$ cat src/rtl/wb_host_master.sv
`default_nettype none
// ============================================================================
//  Module   : wb_host_master
//  Purpose  : Single-outstanding command-to-Wishbone-classic bridge with an
//             optional bus timeout and a held response until it is consumed.
//  Revision : 1.0  initial release
// ============================================================================
module wb_host_master #(
  parameter int TIMEOUT = 255,  // BUS cycles without ack before abort; 0 = never
  parameter int TO_W    = 8     // timeout counter width; TIMEOUT must fit
) (
  input  logic        wb_clk_i,
  input  logic        wb_rst_i,
  // command side
  input  logic        cmd_valid,
  output logic        cmd_ready,
  input  logic        cmd_we,
  input  logic [3:0]  cmd_sel,
  input  logic [31:0] cmd_adr,
  input  logic [31:0] cmd_dat,
  // response side
  output logic        rsp_valid,
  input  logic        rsp_ready,
  output logic [31:0] rsp_dat,
  output logic        rsp_err,
  // Wishbone master
  output logic        wbm_cyc_o,
  output logic        wbm_stb_o,
  output logic        wbm_we_o,
  output logic [3:0]  wbm_sel_o,
  output logic [31:0] wbm_adr_o,
  output logic [31:0] wbm_dat_o,
  input  logic [31:0] wbm_dat_i,
  input  logic        wbm_ack_i,
  output logic        busy
);

  typedef enum logic [1:0] {
    S_IDLE = 2'd0,
    S_BUS  = 2'd1,
    S_RESP = 2'd2
  } state_t;

  localparam bit            TO_EN    = (TIMEOUT != 0);
  localparam logic [TO_W-1:0] TO_LIMIT = TO_W'(TIMEOUT);
  localparam logic [TO_W-1:0] CNT_ONE  = TO_W'(1);

  state_t          state_q, state_d;
  logic            cyc_q, cyc_d;
  logic            we_q, we_d;
  logic [3:0]      sel_q, sel_d;
  logic [31:0]     adr_q, adr_d;
  logic [31:0]     dat_q, dat_d;
  logic            rsp_valid_q, rsp_valid_d;
  logic [31:0]     rsp_dat_q, rsp_dat_d;
  logic            rsp_err_q, rsp_err_d;
  logic [TO_W-1:0] cnt_q, cnt_d;

  // Ready is gated by reset so no command can be taken while reset is held.
  assign cmd_ready = (state_q == S_IDLE) && !wb_rst_i;
  assign busy      = (state_q != S_IDLE);

  // Cycle and strobe are always asserted together in classic single access.
  assign wbm_cyc_o = cyc_q;
  assign wbm_stb_o = cyc_q;
  assign wbm_we_o  = we_q;
  assign wbm_sel_o = sel_q;
  assign wbm_adr_o = adr_q;
  assign wbm_dat_o = dat_q;
  assign rsp_valid = rsp_valid_q;
  assign rsp_dat   = rsp_dat_q;
  assign rsp_err   = rsp_err_q;

  // Next-state and next-output logic; everything holds unless changed below.
  always_comb begin
    state_d     = state_q;
    cyc_d       = cyc_q;
    we_d        = we_q;
    sel_d       = sel_q;
    adr_d       = adr_q;
    dat_d       = dat_q;
    rsp_valid_d = rsp_valid_q;
    rsp_dat_d   = rsp_dat_q;
    rsp_err_d   = rsp_err_q;
    cnt_d       = cnt_q;
    case (state_q)
      S_IDLE: begin
        if (cmd_valid && cmd_ready) begin
          cyc_d   = 1'b1;
          we_d    = cmd_we;
          sel_d   = cmd_sel;
          adr_d   = cmd_adr;
          dat_d   = cmd_dat;
          cnt_d   = '0;
          state_d = S_BUS;
        end
      end
      S_BUS: begin
        // Ack is checked first so it wins over a coincident timeout.
        if (wbm_ack_i) begin
          cyc_d       = 1'b0;
          we_d        = 1'b0;
          sel_d       = 4'h0;
          rsp_valid_d = 1'b1;
          rsp_err_d   = 1'b0;
          rsp_dat_d   = we_q ? 32'h0 : wbm_dat_i;
          state_d     = S_RESP;
        end else if (TO_EN) begin
          // Terminating on reaching the limit keeps stb up for exactly
          // TIMEOUT cycles and means the counter can never wrap.
          if ((cnt_q + CNT_ONE) == TO_LIMIT) begin
            cyc_d       = 1'b0;
            we_d        = 1'b0;
            sel_d       = 4'h0;
            rsp_valid_d = 1'b1;
            rsp_err_d   = 1'b1;
            rsp_dat_d   = 32'hFFFF_FFFF;
            state_d     = S_RESP;
          end else begin
            cnt_d = cnt_q + CNT_ONE;
          end
        end
      end
      S_RESP: begin
        if (rsp_ready) begin
          rsp_valid_d = 1'b0;
          state_d     = S_IDLE;
        end
      end
      default: begin
        state_d = S_IDLE;
      end
    endcase
  end

  // State and output registers with asynchronous clear.
  always_ff @(posedge wb_clk_i or posedge wb_rst_i) begin
    if (wb_rst_i) begin
      state_q     <= S_IDLE;
      cyc_q       <= 1'b0;
      we_q        <= 1'b0;
      sel_q       <= 4'h0;
      adr_q       <= 32'h0;
      dat_q       <= 32'h0;
      rsp_valid_q <= 1'b0;
      rsp_dat_q   <= 32'h0;
      rsp_err_q   <= 1'b0;
      cnt_q       <= '0;
    end else begin
      state_q     <= state_d;
      cyc_q       <= cyc_d;
      we_q        <= we_d;
      sel_q       <= sel_d;
      adr_q       <= adr_d;
      dat_q       <= dat_d;
      rsp_valid_q <= rsp_valid_d;
      rsp_dat_q   <= rsp_dat_d;
      rsp_err_q   <= rsp_err_d;
      cnt_q       <= cnt_d;
    end
  end

endmodule
`default_nettype wire

$ cat config.mk
export PLATFORM = sky130hd
export DESIGN_NAME = wb_host_master
export DESIGN_NICKNAME = d
export VERILOG_FILES = /design/src/rtl/wb_host_master.sv
export SDC_FILE = /design/constraint.sdc
export NUM_CORES = 1
export LEC_CHECK = 0
export ABC_AREA = 1
export BUFFER_PORTS_ARGS = -buffer_cell sky130_fd_sc_hd__buf_2
export CORE_MARGIN = 10
export CORE_UTILIZATION = 47
export CTS_CLUSTER_DIAMETER = 80
export DETAILED_ROUTE_END_ITERATION = 7
export PLACE_DENSITY = 0.8
export REMOVE_ABC_BUFFERS = 1
export SLEW_MARGIN = 20
export SYNTH_ARGS = -nofsm -noshare
export SYNTH_HDL_FRONTEND = slang
export SYNTH_SLANG_ARGS = --single-unit
$ cat constraint.sdc
create_clock -name wb_clk_i -period 4 [get_ports wb_clk_i]
set_input_delay 0.2 -clock wb_clk_i [delete_from_list [all_inputs] [get_ports wb_clk_i]]
set_output_delay 0.2 -clock wb_clk_i [all_outputs]
set_load 0.02 [all_outputs]
==> flow_metrics.py, run 1 <==
metrics = {
    "run_status": {
        "status": "finished, final reports clean",
    },
    "cells_and_area": {
        "nets": 961,
        "fin_util_pct": 76.3,
        "drive_gt1_share_pct": 33.3,
        "fin_area_um2": 7530,
        "area_growth_pct": 57.4,
        "final_cells": 1002,
    },
    "synth": {
        "syn_area_um2": 4780,
        "syn_avg_cell_area_um2": 8.82,
        "synthDistinctLibCells": 25,
        "yosys_register_bits": 114,
        "ys_seq_area_share_pct": 59.7,
        "yosysWarnings": 0,
        "synth_cells": 542,
    },
    "drt": {
        "drt_iter0_markers": 451,
        "drt-vias-per-instance": 4.95,
        "drtAntennaViolNets": 0,
        "vias": 4962,
        "wl_per_cell_um": 17.4,
        "dr.pass1.iters": 4,
        "routed_wl_mm": 17.4,
        "drc": 0,
    },
    "critical_path": {
        "endpoint": "rsp_dat[29]",
        "required_ns": 4.35,
        "r2r_cells": 10,
        "r2r-start": "cnt_q[1]",
        "rr_endpoint": "rsp_dat[29]",
        "worstSetupStartpointType": "flip-flop",
        "end_kind": "flip-flop",
        "crit_start": "cnt_q[1]",
        "cp_max_fo": 35,
        "regToRegSetupSlack_ns": 1.93,
        "critPathKind": "reg -> reg",
        "cp.arrival_ns": 2.42,
    },
    "clocking": {
        "cts_setup_buffers": 0,
        "clk_root_buffer_cell": "clkbuf_8",
        "numCtsBuffers": 17,
        "clock_latency_ns": 0.51,
        "cts.sinks": 114,
        "clk_pin_slew_ns": 0.06,
        "htreeDepth": 4,
        "tritoncts": "yes",
        "cts.path.max_buffers": 2,
    },
    "timing": {
        "fin_crit_ns": 2.07,
        "min_period_over_period_pct": 51.8,
        "rsz0062_at_grt": "no",
        "setup_viol": 0,
        "slew_viol_final": 0,
        "slew_headroom_pct": 35.9,
        "hold_violations": 0,
        "setup_ws_ns": 1.93,
        "fin_skew_ns": 0.0102,
        "clock.fmax_ghz": 0.483,
        "holdWs_ns": 0.178,
        "setup_tns_ns": 0,
        "worst_pin_slew_ns": 0.960,
    },
    "grt": {
        "antenna_found_initial": 3,
        "grt_max_degree": 79,
        "grtUsageTotal_pct": 23.7,
        "grt_pass1_wl_mm": 27.7,
        "globalRouteOverflowTotal": 0,
        "grt_pass1_vias": 5284,
    },
    "power": {
        "switching_share_pct": 39.5,
        "power.internal_mw": 3.16,
        "p_total_mw": 5.22,
        "combinationalPowerShare_pct": 36.4,
        "p_leak_nw": 4.12,
        "p_clk_share_pct": 28.4,
        "ir_drop_mv": 0.512,
        "p_sw_mw": 2.06,
        "power_density_nw_per_um2": 693,
        "seq_power_share_pct": 35.2,
    },
    "flow_run": {
        "drv_cap": 0,
    },
    "placed_design": {
        "gp_congestion": 0.896,
        "post-place-ws_ns": 1.99,
        "place_hpwl_mm": 10.4,
        "numPortBuffers": 212,
        "place_area_um2": 5910,
        "dp.cells": 864,
    },
    "hold_path": {
        "hp-class": "in -> reg",
    },
    "floorplan": {
        "die_area_um2": 14600,
        "ios": 213,
        "core-area_um2": 9860,
        "dieHeight_um": 121,
        "start_util_pct": 48.5,
        "die_w_um": 121,
        "rows": 36,
    },
}
worst min path at each step:
stage                start       endpoint  depth (start not counted)
2_1_floorplan    rsp_ready     state_q[1]                          1
3_3_place_gp   cmd_dat[23]  wbm_dat_o[23]                          3
3_5_place_dp    cmd_adr[8]   wbm_adr_o[8]                          3
4_1_cts          wbm_ack_i        rsp_err                          4
5_1_grt          wbm_ack_i        rsp_err                          4
6_report         wbm_ack_i        rsp_err                          4
state kept, by name, summed over array words and instances (netlist names):
| name | cells |
|---|---|
| cnt_q | 8 |
| rsp_dat | 32 |
| rsp_err | 1 |
| rsp_valid | 1 |
| state_q | 2 |
| wbm_adr_o | 32 |
| wbm_cyc_o | 1 |
| wbm_dat_o | 32 |
| wbm_sel_o | 4 |
| wbm_we_o | 1 |
metal layers:
layer  share of wire (%)  up-vias  global-route usage [%]
li1                    -     2297                       -
met1                  37     2361                    26.5
met2                  48      282                    38.9
met3                  13       22                    11.4
met4                 1.3        0                    7.39
met5                   0        -                       0
cell usage in the layout, fill, tap and decap left out:
cell type      Yosys  routed
nor2_4             1       1
nand2_1          245     244
clkbuf_16          0      16
ha_1               2       2
nor2_2             2       2
nand2_2            2       3
nand3_2            1       1
buf_2              3     212
diode_2            0       3
clkinvlp_4         0       4
o21bai_2           1       1
dfrtp_1          114     114
inv_1             47      46
inv_6              0       2
buf_4              1       2
inv_4              0       1
a21oi_2           28      28
dlygate4sd3_1      0     103
nand2_4            2       2
nand3_4            1       1
nor2_1            12      12
clkbuf_1          13       1
inv_2              2       2
clkbuf_8           0       1
nand3_1           15      15
a21oi_1           37      37
clkinv_2           0       6
nand4_1            2       2
bufinv_16          0       3
o21bai_1           1       1
o21ai_1            1       1
cell type report:
type,instances,area (um2)
clock buffer,18,418
clock inverter,14,163
fill,611,2340
timing repair buffer,317,2110
multi-input combinational,353,1620
tap,133,166
sequential,114,2850
inverter,50,191
antenna,3,7.51
logic make-up after synthesis:
| group | Yosys count | share of synthesized area [%] |
|---|---|---|
| AO/OA/AOI/OAI | 68 | 9.50 |
| buffers and inverters | 75 | 6.51 |
| flip-flops | 114 | 59.7 |
| adder cells (fa/ha/maj) | 2 | 0.523 |
| AND/OR/NAND/NOR | 283 | 23.8 |
critical path, cell delays in order, from the launching register on:
cell     delay [ns]
dfrtp_1        0.42
ha_1           0.25
nand3_1        0.16
nor2_1         0.12
nand2_1        0.05
nand2_1        0.09
nor2_2         0.05
nand2_2        0.10
nand2_4        0.07
nand2_4        0.41
a21oi_1        0.17
synthesized netlist by cell type, drive strengths merged:
cell / count / area [um2]
nand2: 249 / 955
dfrtp: 114 / 2850
a21oi: 65 / 430
inv: 49 / 184
nand3: 17 / 103
nor2: 15 / 68.8
clkbuf: 13 / 48.8
buf: 12 / 75.1
ha: 2 / 25.0
nand4: 2 / 12.5
o21bai: 2 / 18.8
clkinv: 1 / 3.75
o21ai: 1 / 5.00
power groups by stage:
stage | logic (mW) | registers [mW] | clock network [mW]
after global placement | 1.73 | 1.81 | 0
after detailed placement | 1.78 | 1.82 | 0
final | 1.90 | 1.84 | 1.48
after floorplan | 0.569 | 2.32 | 0
after global routing | 2.05 | 1.87 | 1.55
after CTS | 1.86 | 1.81 | 1.50
repair_timing:
item | in CTS | in global routing
gates resized for setup | 0 | 0
hold buffers | 103 | 0
endpoints found under the hold margin | 180 | 0
No activity file was read; power rests on OpenSTA's default activity.
==> inputs of run 2 (changes only) <==
--- a/config.mk
+++ b/config.mk
@@ -8,10 +8,10 @@
 export ABC_AREA = 1
 export BUFFER_PORTS_ARGS = -buffer_cell sky130_fd_sc_hd__buf_2
 export CORE_MARGIN = 10
-export CORE_UTILIZATION = 47
+export CORE_UTILIZATION = 43
 export CTS_CLUSTER_DIAMETER = 80
 export DETAILED_ROUTE_END_ITERATION = 7
-export PLACE_DENSITY = 0.8
+export PLACE_DENSITY = 0.77
 export REMOVE_ABC_BUFFERS = 1
 export SLEW_MARGIN = 20
 export SYNTH_ARGS = -nofsm -noshare
==> constraint.sdc (replaced) <==
create_clock -name wb_clk_i -period 1.8 [get_ports wb_clk_i]
set_input_delay 0.09 -clock wb_clk_i [delete_from_list [all_inputs] [get_ports wb_clk_i]]
set_output_delay 0.09 -clock wb_clk_i [all_outputs]
set_load 0.02 [all_outputs]
==> flow_metrics.py, run 2 (synthesis gave the netlist of run 1 again) <==
metrics = {
    "run_status": {
        "status": "finished with violations",
        "violations": "setup timing",
    },
    "floorplan": {
        "core-area_um2": 10800,
        "ios": 213,
        "die_area_um2": 15700,
        "die_w_um": 125,
        "rows": 38,
        "dieHeight_um": 125,
        "start_util_pct": 44.1,
    },
    "timing": {
        "rsz0062_at_grt": "yes",
        "setup_viol": 1,
        "slew_viol_final": 0,
        "fin_crit_ns": 1.80,
        "worst_pin_slew_ns": 0.528,
        "hold_violations": 0,
        "setup_tns_ns": -0.00286,
        "clock.fmax_ghz": 0.555,
        "min_period_over_period_pct": 100,
        "setup_ws_ns": -0.00286,
        "fin_skew_ns": 0.00603,
        "holdWs_ns": 0.0526,
        "slew_headroom_pct": 64.8,
    },
    "placed_design": {
        "place_area_um2": 6050,
        "gp_congestion": 0.909,
        "post-place-ws_ns": -0.0420,
        "numPortBuffers": 212,
        "place_hpwl_mm": 10.5,
        "dp.cells": 882,
    },
    "cells_and_area": {
        "mostFrequentLayoutCell": "nand2_1",
        "fin_area_um2": 7870,
        "most-common-layout-cells": "nand2_1 (240), buf_2 (212), dfrtp_1 (113)",
        "fin_util_pct": 72.6,
        "drive_gt1_share_pct": 36.4,
        "area_growth_pct": 64.6,
        "nets": 981,
        "final_cells": 1026,
    },
    "critical_path": {
        "worstSetupStartpointType": "flip-flop",
        "regToRegSetupSlack_ns": -0.003,
        "r2r_cells": 11,
        "cp.arrival_ns": 2.25,
        "end_kind": "flip-flop",
        "crit_start": "cnt_q[0]",
        "rr_endpoint": "rsp_dat[22]",
        "cp_max_fo": 6,
        "r2r-start": "cnt_q[0]",
        "critPathKind": "reg -> reg",
        "required_ns": 2.25,
    },
    "grt": {
        "grt_pass1_vias": 5334,
        "grtUsageTotal_pct": 21.0,
        "grt_max_degree": 53,
        "grt_pass1_wl_mm": 27.2,
        "antenna_found_initial": 1,
        "globalRouteOverflowTotal": 0,
    },
    "power": {
        "p_total_mw": 11.7,
        "p_leak_nw": 4.26,
        "ir_drop_mv": 0.906,
        "power_density_nw_per_um2": 1480,
    },
    "clocking": {
        "cts.sinks": 114,
        "htreeDepth": 4,
        "tritoncts": "yes",
        "clk_root_buffer_cell": "clkbuf_8",
        "clk_pin_slew_ns": 0.06,
        "clock_latency_ns": 0.52,
        "numCtsBuffers": 17,
        "cts.path.max_buffers": 2,
    },
    "drt": {
        "vias": 5004,
        "routed_wl_mm": 17.4,
        "wl_per_cell_um": 16.9,
        "drt-vias-per-instance": 4.88,
        "drtAntennaViolNets": 0,
        "drt_iter0_markers": 405,
        "drc": 0,
        "dr.pass1.iters": 7,
    },
    "flow_run": {
        "drv_cap": 0,
    },
    "hold_path": {
        "worstHoldStart": "wbm_ack_i",
        "hold_depth": 4,
        "hp-class": "in -> reg",
        "hold_end": "rsp_err",
    },
}
-- run 2: area by class of cell --
class / count / area [um2]
Antenna cell: 1 / 2.50
Clock buffer: 20 / 445
Clock inverter: 11 / 113
Fill cell: 720 / 2970
Inverter: 50 / 193
Multi-Input combinational cell: 353 / 1710
Sequential cell: 114 / 2850
Tap cell: 140 / 175
Timing Repair Buffer: 337 / 2380
-- run 2: where the power goes --
| group | total [mW] | leakage (nW) | switching, mW | internal [mW] |
|---|---|---|---|---|
| Clock | 3.18 | 0.272 | 1.16 | 2.01 |
| Sequential | 4.06 | 1.39 | 0.569 | 3.49 |
| Combinational | 4.43 | 2.61 | 2.83 | 1.60 |
| Total | 11.7 | 4.26 | 4.56 | 7.11 |
-- run 2: worst max-delay path: stages, from the launching register on --
cell       delay (ns)
dfrtp_1          0.42
ha_4             0.20
nand3_2          0.11
nand2_1          0.09
nand2_2          0.10
nand3_2          0.09
nor2_2           0.12
nand2_2          0.10
nand2_4          0.10
nand2_8          0.09
clkbuf_16        0.18
a21oi_2          0.12
-- run 2: how the worst max path moves through the flow --
stage,to,cells past startpoint
3_5_place_dp,wbm_we_o,11
6_report,rsp_dat[22],11
2_1_floorplan,wbm_sel_o[0],7
4_1_cts,rsp_dat[28],11
3_3_place_gp,rsp_dat[31],11
5_1_grt,cnt_q[0],12
-- run 2: metal layers --
layer | part of all wire [%] | vias up | GRT usage, %
li1 | - | 2331 | -
met1 | 37 | 2356 | 22.3
met2 | 51 | 263 | 35.4
met3 | 9.7 | 54 | 9.72
met4 | 2.9 | 0 | 8.74
met5 | 0 | - | 0
-- run 2: repair_timing --
action                                  CTS  global route
hold buffers                            103             1
pin swaps                                 0             9
gates resized for setup                   2            26
hold endpoints to repair                217             1
buffers inserted                          0             5
endpoints found under the setup margin   35            50
gates cloned                              0             3
==> inputs of run 3 (changes only) <==
--- a/config.mk
+++ b/config.mk
@@ -9,6 +9,7 @@
 export BUFFER_PORTS_ARGS = -buffer_cell sky130_fd_sc_hd__buf_2
 export CORE_MARGIN = 10
 export CORE_UTILIZATION = 43
+export CTS_BUF_LIST = sky130_fd_sc_hd__clkbuf_4 sky130_fd_sc_hd__clkbuf_8 sky130_fd_sc_hd__clkbuf_16
 export CTS_CLUSTER_DIAMETER = 80
 export DETAILED_ROUTE_END_ITERATION = 7
 export PLACE_DENSITY = 0.77
==> flow_metrics.py, run 3 (synthesis gave the netlist of run 1 again) <==
metrics = {
    "run_status": {
        "violations": "setup timing",
        "status": "finished with violations",
    },
    "floorplan": {
        "ios": 213,
        "start_util_pct": 44.1,
        "dieHeight_um": 125,
        "rows": 38,
        "die_w_um": 125,
        "die_area_um2": 15700,
        "core-area_um2": 10800,
    },
    "drt": {
        "drt_iter0_markers": 403,
        "dr.pass1.iters": 5,
        "vias": 4996,
        "drc": 0,
        "drt-vias-per-instance": 4.87,
        "routed_wl_mm": 17.4,
        "wl_per_cell_um": 17.0,
        "drtAntennaViolNets": 0,
    },
    "cells_and_area": {
        "most-common-layout-cells": "nand2_1 (240), buf_2 (212), dfrtp_1 (113)",
        "area_growth_pct": 64.7,
        "nets": 981,
        "mostFrequentLayoutCell": "nand2_1",
        "fin_util_pct": 72.7,
        "fillerInstances": 720,
        "drive_gt1_share_pct": 36.5,
    },
    "clocking": {
        "htreeDepth": 4,
        "clk_root_buffer_cell": "clkbuf_8",
        "numCtsBuffers": 17,
        "cts.sinks": 114,
        "clock_latency_ns": 0.52,
        "cts.path.max_buffers": 2,
        "clk_pin_slew_ns": 0.05,
        "tritoncts": "yes",
    },
    "timing": {
        "fin_crit_ns": 1.81,
        "worst_pin_slew_ns": 0.527,
        "slew_headroom_pct": 64.8,
        "min_period_over_period_pct": 101,
        "slew_viol_final": 0,
        "rsz0062_at_grt": "yes",
        "setup_ws_ns": -0.00904,
        "fin_skew_ns": 0.00967,
        "setup_viol": 2,
        "clock.fmax_ghz": 0.553,
        "setup_tns_ns": -0.0142,
        "hold_violations": 0,
    },
    "placed_design": {
        "numPortBuffers": 212,
        "gp_congestion": 0.909,
        "place_hpwl_mm": 10.5,
    },
    "critical_path": {
        "end_kind": "flip-flop",
        "worstSetupStartpointType": "flip-flop",
        "critPathSlowestCell": "dfrtp_1",
        "path_delay_family": "simple AND/OR/NAND/NOR gates",
        "worstPathCellList": "ha_4 > nand3_2 > nand2_1 > nand2_2 > nand3_2 > nor2_2 > nand2_2 > nand2_4 > buf_4 > inv_1 > nand3_1 > nand2_1",
        "cp.arrival_ns": 2.21,
        "required_ns": 2.20,
        "crit_buf_inv": 2,
        "max_stage_delay_ns": 0.42,
        "critPathKind": "reg -> reg",
        "cp_max_fo": 4,
    },
    "grt": {
        "grt_pass1_vias": 5333,
        "grtUsageTotal_pct": 21.0,
        "antenna_found_initial": 1,
        "grt_max_degree": 53,
        "grt_pass1_wl_mm": 27.1,
        "globalRouteOverflowTotal": 0,
    },
    "power": {
        "power_density_nw_per_um2": 1480,
        "ir_drop_mv": 0.906,
        "p_leak_nw": 4.27,
    },
    "hold_path": {
        "hp-class": "in -> reg",
    },
    "flow_run": {
        "drv_cap": 0,
    },
}
-- run 3: cell types whose count changed in the layout (fill, tap and decap cells not counted) --
| cell | before | now |
|---|---|---|
| clkbuf_1 | 1 | 0 |
| clkbuf_4 | 0 | 1 |
-- run 3: worst min-delay path: stages --
cell	delay, ns
buf_2	0.08
inv_1	0.11
nor2_1	0.20
a21oi_1	0.06
-- run 3: worst paths after layout --
kind                                    start             to  slack, ns  cells past startpoint
worst max-delay path                 cnt_q[0]       cnt_q[0]     -0.009                     12
worst min-delay path                wbm_ack_i        rsp_err       0.06                      4
worst max register to register       cnt_q[0]       cnt_q[0]     -0.009                     12
worst min register to register  wbm_adr_o[14]  wbm_adr_o[14]       0.47                      2
max in group asynchronous            wb_rst_i  wbm_adr_o[21]       1.14                      4
min in group asynchronous            wb_rst_i      rsp_valid       0.10                      3
-- run 3: per-stage QoR --
| stage | power (mW) | cell area, um2 | worst slack [ns] | instances | hold slack (ns) |
|---|---|---|---|---|---|
| 2_1_floorplan | 6.41 | 4660 | -2.15 | 517 | 0.181 |
| 3_3_place_gp | 7.92 | 6050 | 0.0983 | 882 | 0.0695 |
| 3_5_place_dp | 8.08 | 6050 | -0.0420 | 882 | 0.0826 |
| 4_1_cts | 11.5 | 7650 | -0.00998 | 1016 | 0.0273 |
| 5_1_grt | 12.3 | 7880 | -0.106 | 1026 | 0.0658 |
| 6_report | 11.7 | 7880 | -0.00904 | 1026 | 0.0553 |
-- run 3: metal layers --
metal	vias up	part of all wire (%)	GRT usage [%]
li1	2332	-	-
met1	2364	37	22.2
met2	253	51	35.5
met3	47	9.4	9.80
met4	0	2.5	8.47
met5	-	0	0
-- run 3: repair_timing --
item,in CTS,in global routing
gates resized for setup,2,26
setup buffers,0,5
pin swaps,0,9
hold endpoints to repair,217,1
setup endpoints to repair,35,50
gates cloned,0,3
hold buffers,103,1
-- run 3: final cells by class --
type	count	area, um2	area share (%)
clock inverter	11	113	1.43
multi-input combinational	353	1710	21.8
inverter	50	193	2.45
clock buffer	20	449	5.70
tap	140	175	2.22
timing repair buffer	337	2380	30.2
antenna	1	2.50	0.0318
sequential	114	2850	36.2
-- run 3: power breakdown --
group	switching (mW)	leakage [nW]	internal, mW
clock	1.16	0.276	2.03
sequential	0.569	1.39	3.49
combinational	2.83	2.61	1.60
total	4.56	4.27	7.12
